[src/rtl/dff_pkg.sv]
// Shared constants and helpers for the valid/ready register pipeline.
// Build option: DFF_PIPE_OCCUPANCY_EN adds the occupancy counter port.
package dff_pkg;

   localparam int DFF_WIDTH = 8;
   localparam int DFF_DEPTH = 3;

   function automatic int occ_width(input int depth);
      return $clog2(depth + 1);
   endfunction

endpackage

[src/rtl/dff_pipe_stage.sv]
// One pipeline stage: data register plus valid bit, async active-low reset.
// Bubbles pass through as valid=0 without disturbing the held data.
module dff_pipe_stage
   import dff_pkg::*;
#(
   parameter int               WIDTH       = DFF_WIDTH,
   parameter logic [WIDTH-1:0] RESET_VALUE = '0
) (
   input  logic             clk,
   input  logic             reset,
   input  logic [WIDTH-1:0] up_data,
   input  logic             up_valid,
   input  logic             advance,
   output logic [WIDTH-1:0] data,
   output logic             valid
);

   always_ff @(posedge clk or negedge reset) begin
      if (!reset) begin
         valid <= 1'b0;
         data  <= RESET_VALUE;
      end else if (advance) begin
         valid <= up_valid;
         if (up_valid) begin
            data <= up_data;
         end
      end
   end

endmodule

[src/rtl/dff_pipe_async_reset.sv]
// WIDTH x DEPTH valid/ready register pipeline with async active-low reset.
// Build option: DFF_PIPE_OCCUPANCY_EN adds the registered occupancy port.
module dff_pipe_async_reset
   import dff_pkg::*;
#(
   parameter int               WIDTH       = DFF_WIDTH,
   parameter int               DEPTH       = DFF_DEPTH,
   parameter logic [WIDTH-1:0] RESET_VALUE = '0
) (
   input  logic                          clk,
   input  logic                          reset,
   input  logic [WIDTH-1:0]              data,
   input  logic                          data_valid,
   output logic                          data_ready,
   output logic [WIDTH-1:0]              q,
   output logic                          q_valid,
`ifdef DFF_PIPE_OCCUPANCY_EN
   output logic [occ_width(DEPTH)-1:0]   occupancy,
`endif
   input  logic                          q_ready
);

   if (DEPTH < 1) begin : g_bad_depth
      $error("dff_pipe_async_reset: DEPTH must be >= 1");
   end
   if (WIDTH < 1) begin : g_bad_width
      $error("dff_pipe_async_reset: WIDTH must be >= 1");
   end

   logic [WIDTH-1:0] sd [DEPTH];
   logic [DEPTH-1:0] sv;
   logic [DEPTH:0]   adv;

   // Ready ripples from the output end back to the input end.
   always_comb begin
      adv        = '0;
      adv[DEPTH] = q_ready;
      for (int i = DEPTH - 1; i >= 0; i--) begin
         adv[i] = !sv[i] || adv[i+1];
      end
   end

   for (genvar i = 0; i < DEPTH; i++) begin : g_stage
      logic [WIDTH-1:0] up_d;
      logic             up_v;
      if (i == 0) begin : g_head
         assign up_d = data;
         assign up_v = data_valid;
      end else begin : g_body
         assign up_d = sd[i-1];
         assign up_v = sv[i-1];
      end
      dff_pipe_stage #(
         .WIDTH       (WIDTH),
         .RESET_VALUE (RESET_VALUE)
      ) u_stage (
         .clk      (clk),
         .reset    (reset),
         .up_data  (up_d),
         .up_valid (up_v),
         .advance  (adv[i]),
         .data     (sd[i]),
         .valid    (sv[i])
      );
   end

   assign data_ready = adv[0];
   assign q          = sd[DEPTH-1];
   assign q_valid    = sv[DEPTH-1];

`ifdef DFF_PIPE_OCCUPANCY_EN
   logic xfer_in;
   logic xfer_out;

   assign xfer_in  = data_valid && data_ready;
   assign xfer_out = q_valid && q_ready;

   always_ff @(posedge clk or negedge reset) begin
      if (!reset) begin
         occupancy <= '0;
      end else if (xfer_in && !xfer_out) begin
         occupancy <= occupancy + 1'b1;
      end else if (xfer_out && !xfer_in) begin
         occupancy <= occupancy - 1'b1;
      end
   end
`endif

endmodule

[config.mk]
export PLATFORM = sky130hd
export DESIGN_NAME = dff_pipe_async_reset
export DESIGN_NICKNAME = d
export VERILOG_FILES = /design/src/rtl/dff_pkg.sv /design/src/rtl/dff_pipe_stage.sv /design/src/rtl/dff_pipe_async_reset.sv
export SDC_FILE = /design/constraint.sdc
export NUM_CORES = 1
export LEC_CHECK = 0
export CORE_MARGIN = 1
export CORE_UTILIZATION = 52
export DETAILED_ROUTE_END_ITERATION = 16
export PLACE_DENSITY = 0.81
export REMOVE_ABC_BUFFERS = 1
export SETUP_SLACK_MARGIN = 0.4
export SLEW_MARGIN = 25
export SYNTH_ARGS = -nofsm -noshare
export SYNTH_HDL_FRONTEND = slang
export SYNTH_HIERARCHICAL = 1
export SYNTH_SLANG_ARGS = --single-unit
[constraint.sdc]
create_clock -name clk -period 2.3 [get_ports clk]
set_input_delay 0.46 -clock clk [delete_from_list [all_inputs] [get_ports clk]]
set_output_delay 0.46 -clock clk [all_outputs]
set_load 0.02 [all_outputs]
# == Word level (Yosys, flattened, before mapping) ==
# Index checks and enable logic that the tools add are counted.
# word_totals
input_bits,12
reg_bits,27
wordCells,15
output_inout_bits,10
# op_classes
n_reduce_logical,9
# ops
operator,n
AND reduction 2 bit,3
logical NOT 1 bit,3
logical OR 1 bit,3

# == Depth between registers and ports, before layout ==
# depth
ltp_word,5
mapped_depth,3
depth_no_buf,3

# == Hierarchy ==
# Netlist, hierarchy kept.
# modules_own_cells
module,area_each_um2,seq_area_each_um2,n_inst,cells_each
dff_pipe_stage,335.3,225.2,3,20
dff_pipe_async_reset,22.5,0.0,1,3

# == Least setup slack after synthesis ==
# OpenSTA, ideal clock, no wires.
# synth_timing
kind,flip-flop to flip-flop
from,reg g_stage[2].u_stage.valid
to,reg g_stage[0].u_stage.data[0]
setup_time_ns,0.125
t_arrival_ns,1.411
path_slack_ns,0.764
period_less_slack_ns,1.536
required_ns,2.175
stages_incl_launch_ff,4
path_buffers,0
cell_sequence,dfrtp_1 nand4b_1 nand2_4 mux2_2
# synth_via
elab_chain_cells,5
# synth_rtl
element,line,rtl
from (decl),dff_pipe_stage.sv:15,output logic valid
from (signal assigned),dff_pipe_stage.sv:23,valid <= up_valid;
logical NOT 1 bit,dff_pipe_async_reset.sv:39,adv[i] = !sv[i] || adv[i+1];
logical OR 1 bit (3 in series),dff_pipe_async_reset.sv:39,
via data_ready,dff_pipe_async_reset.sv:14,"output logic data_ready,"
AND reduction 2 bit (no source line),--,
to (signal assigned),dff_pipe_stage.sv:25,data <= up_data;
to (decl),dff_pipe_stage.sv:14,"output logic [WIDTH-1:0] data,"
# The timed path passes the listed nets, and every way through them passes these cells.
# A chain may end at the register's enable or synchronous reset.

# == Worst setup path after layout ==
# layout_timing
from,in q_ready
to,out data_ready
# layout_via
elab_chain_cells,3
# layout_rtl
element,line,rtl
from (decl),dff_pipe_async_reset.sv:20,input logic q_ready
logical OR 1 bit (3 in series),dff_pipe_async_reset.sv:39,
to (decl),dff_pipe_async_reset.sv:14,
# Every way passes these cells.

==> impl_metrics.py <==
metrics = {
    "status": {
        "status": "completed",
    },
    "synth": {
        "ys.warnings.count": 6,
        "syn_area_mm2": 0.00103,
        "ys_ff_latch": 27,
        "syn-instance-count": 63,
        "ys_types": 8,
        "postSynthAreaPerCell_um2": 16.3,
        "yosysSeqAreaShare": 0.657,
    },
    "grt": {
        "grt.total_usage": 0.178,
        "antenna_found_initial": 0,
        "grt_pass1_vias": 543,
        "grt_start_max_net_pins": 28,
        "gr-total-overflow": 0,
        "grt_pass1_wl_um": 2510,
    },
    "detailed_routing": {
        "ant_nets": 0,
        "routed_wl_um": 1660,
        "wire_per_inst_um": 14.5,
        "drc": 0,
        "drt-vias-per-instance": 5.04,
        "firstDrtPassIters": 4,
        "via_count": 580,
        "drt_iter0_drc": 4,
    },
    "pwr": {
        "powerDensity_mw_per_mm2": 1030,
        "combPwrFrac": 0.346,
        "p_seq_frac": 0.507,
        "internal_power_uw": 938,
        "p_sw_frac": 0.305,
        "peakVddDrop_mv": 0.710,
        "p_clk_frac": 0.147,
        "p_leak_nw": 0.556,
        "switchingPower_uw": 412,
    },
    "sta": {
        "fin_crit_ns": 1.86,
        "setup-tns-final_ns": 0,
        "final_hold_viol_count": 0,
        "slew_headroom": 0.770,
        "fmax_mhz": 539,
        "rsz0062_at_grt": "no",
        "period_share": 0.807,
        "setup_viol": 0,
        "worst_pin_slew_ns": 0.345,
        "slew_violations": 0,
        "skew_ns": 0.00918,
    },
    "placement": {
        "dp_cells": 111,
        "placed_area_mm2": 0.00128,
        "gp_congestion": 0.663,
        "io_buffers": 21,
        "place_hpwl_um": 1140,
    },
    "worst_setup_path": {
        "criticalPathCategory": "in -> out",
        "end_kind": "primary output",
        "crit_path_max_fanout": 3,
        "startpoint_type": "primary input",
        "crit_path_max_incr_delay_ns": 0.43,
        "critPathRequiredTime_ns": 1.84,
        "critPathArrivalTime_ns": 1.40,
        "crit_path_cell_trace": "clkdlybuf4s50_1 -> nand4b_1 -> clkdlybuf4s15_1",
        "critPathSlowestCell": "clkdlybuf4s50_1",
    },
    "clock_network": {
        "cts.sinks": 27,
        "cts-buffers-inserted": 3,
        "clk_pin_slew_ns": 0.14,
        "cts_buffer_depth": 2,
        "clk_latency_ns": 0.32,
        "cts_tree": "built",
        "root_buffer": "clkbuf_4",
        "h-tree-depth": 1,
        "post_cts_buffers": 0,
    },
    "flow_run": {
        "maxCapViolations": 0,
    },
    "layout": {
        "syn_to_final_growth_pct": 27.9,
        "postLayoutCellArea_mm2": 0.00132,
        "drive_gt1_frac": 0.367,
        "nFillCells": 124,
        "diodes": 0,
        "layout.cells.non_filler": 115,
        "fin_util": 0.738,
        "final_nets": 103,
    },
    "floorplan": {
        "io_pins": 22,
        "die_y_um": 46.5,
        "dieArea_mm2": 0.00216,
        "rows": 15,
        "core_mm2": 0.00178,
        "start_util": 0.577,
        "die_x_um": 46.5,
    },
    "worst_hold_path": {
        "hold_path.class": "in -> async",
    },
}
==> flip-flops by register name, summed over array words and instances (netlist names) <==
name and count:
g_stage.u_stage/data 24, g_stage.u_stage/valid 3
==> power groups by stage <==
stage | clock (mW) | sequential (mW) | combinational, mW
3_3_place_gp | 0 | 0.683 | 0.458
2_1_floorplan | 0 | 0.774 | 0.161
4_1_cts | 0.211 | 0.685 | 0.473
6_report | 0.199 | 0.684 | 0.467
5_1_grt | 0.224 | 0.699 | 0.499
3_5_place_dp | 0 | 0.694 | 0.471
==> routing by layer <==
| metal | up-vias | routed length, um | track usage |
|---|---|---|---|
| li1 | 274 | - | - |
| met3 | 2 | 77 | 0.0235 |
| met4 | 0 | 12 | 0.0882 |
| met5 | - | 0 | 0 |
| met1 | 285 | 755 | 0.218 |
| met2 | 19 | 818 | 0.306 |
==> cell usage after synthesis <==
cell / number / share of area
dfrtp_1: 27 / 0.66
mux2_2: 24 / 0.26
inv_1: 3 / 0.011
nand2_4: 3 / 0.033
o21ai_0: 3 / 0.015
nand2b_1: 1 / 0.0061
nand3b_1: 1 / 0.0073
nand4b_1: 1 / 0.0085
==> final timing paths <==
kind / from / end / slack (ns) / cells past startpoint
worst max-delay path: q_ready / data_ready / 0.44 / 3
worst min-delay path: reset / g_stage[2].u_stage/data[7] / 0.49 / 2
worst max register to register: g_stage[1].u_stage/valid / g_stage[0].u_stage/data[5] / 0.97 / 4
worst min register to register: g_stage[1].u_stage/data[3] / g_stage[2].u_stage/data[3] / 0.52 / 1
max in group asynchronous: reset / g_stage[0].u_stage/valid / 1.55 / 2
min in group clk: g_stage[1].u_stage/data[3] / g_stage[2].u_stage/data[3] / 0.52 / 1
==> placed cells by master (no fill, tap or decap), drive strengths merged <==
cell / n
nand4b: 1
nand3b: 1
mux2: 24
clkbuf: 3
o21ai: 3
dfrtp: 27
nand2b: 1
inv: 3
clkdlybuf4s15: 1
buf: 2
nand2: 3
clkdlybuf4s50: 20
clkinvlp: 1
==> stage by stage <==
step / setup slack [ns] / hold WS, ns / total power [mW]
floorplan: 0.764 / 0.164 / 0.934
global placement: 0.177 / 0.483 / 1.14
detailed placement: 0.157 / 0.490 / 1.16
CTS: 0.416 / 0.481 / 1.37
global route: 0.410 / 0.504 / 1.42
finish: 0.444 / 0.494 / 1.35
==> what timing repair did <==
action	4_1_cts	5_1_grt
cloned	0	0
endpoints found under the setup margin	1	1
gates resized for setup	1	1
pin swaps	0	0
hold buffers	0	0
==> critical path, delay by kind of cell <==
kind                   cells  cell delay (ns)
and+or+nand+nor            1             0.20
buffers and inverters      2             0.73
==> logic make-up after synthesis <==
logic type	Yosys count	share of synthesized area
mux	24	0.263
flops	27	0.657
compound gates	3	0.0146
simple gates	6	0.0548
buf+inv	3	0.0109
==> final cells by class <==
type                       instances  area, um^2  area share
multi-input combinational         33         342       0.260
tap                               25        31.3      0.0238
timing repair buffer              23         225       0.171
clock inverter                     1        7.51     0.00571
inverter                           3        11.3     0.00856
clock buffer                       3        22.5      0.0171
sequential                        27         676       0.514
Power figures use the tool's default switching activity.
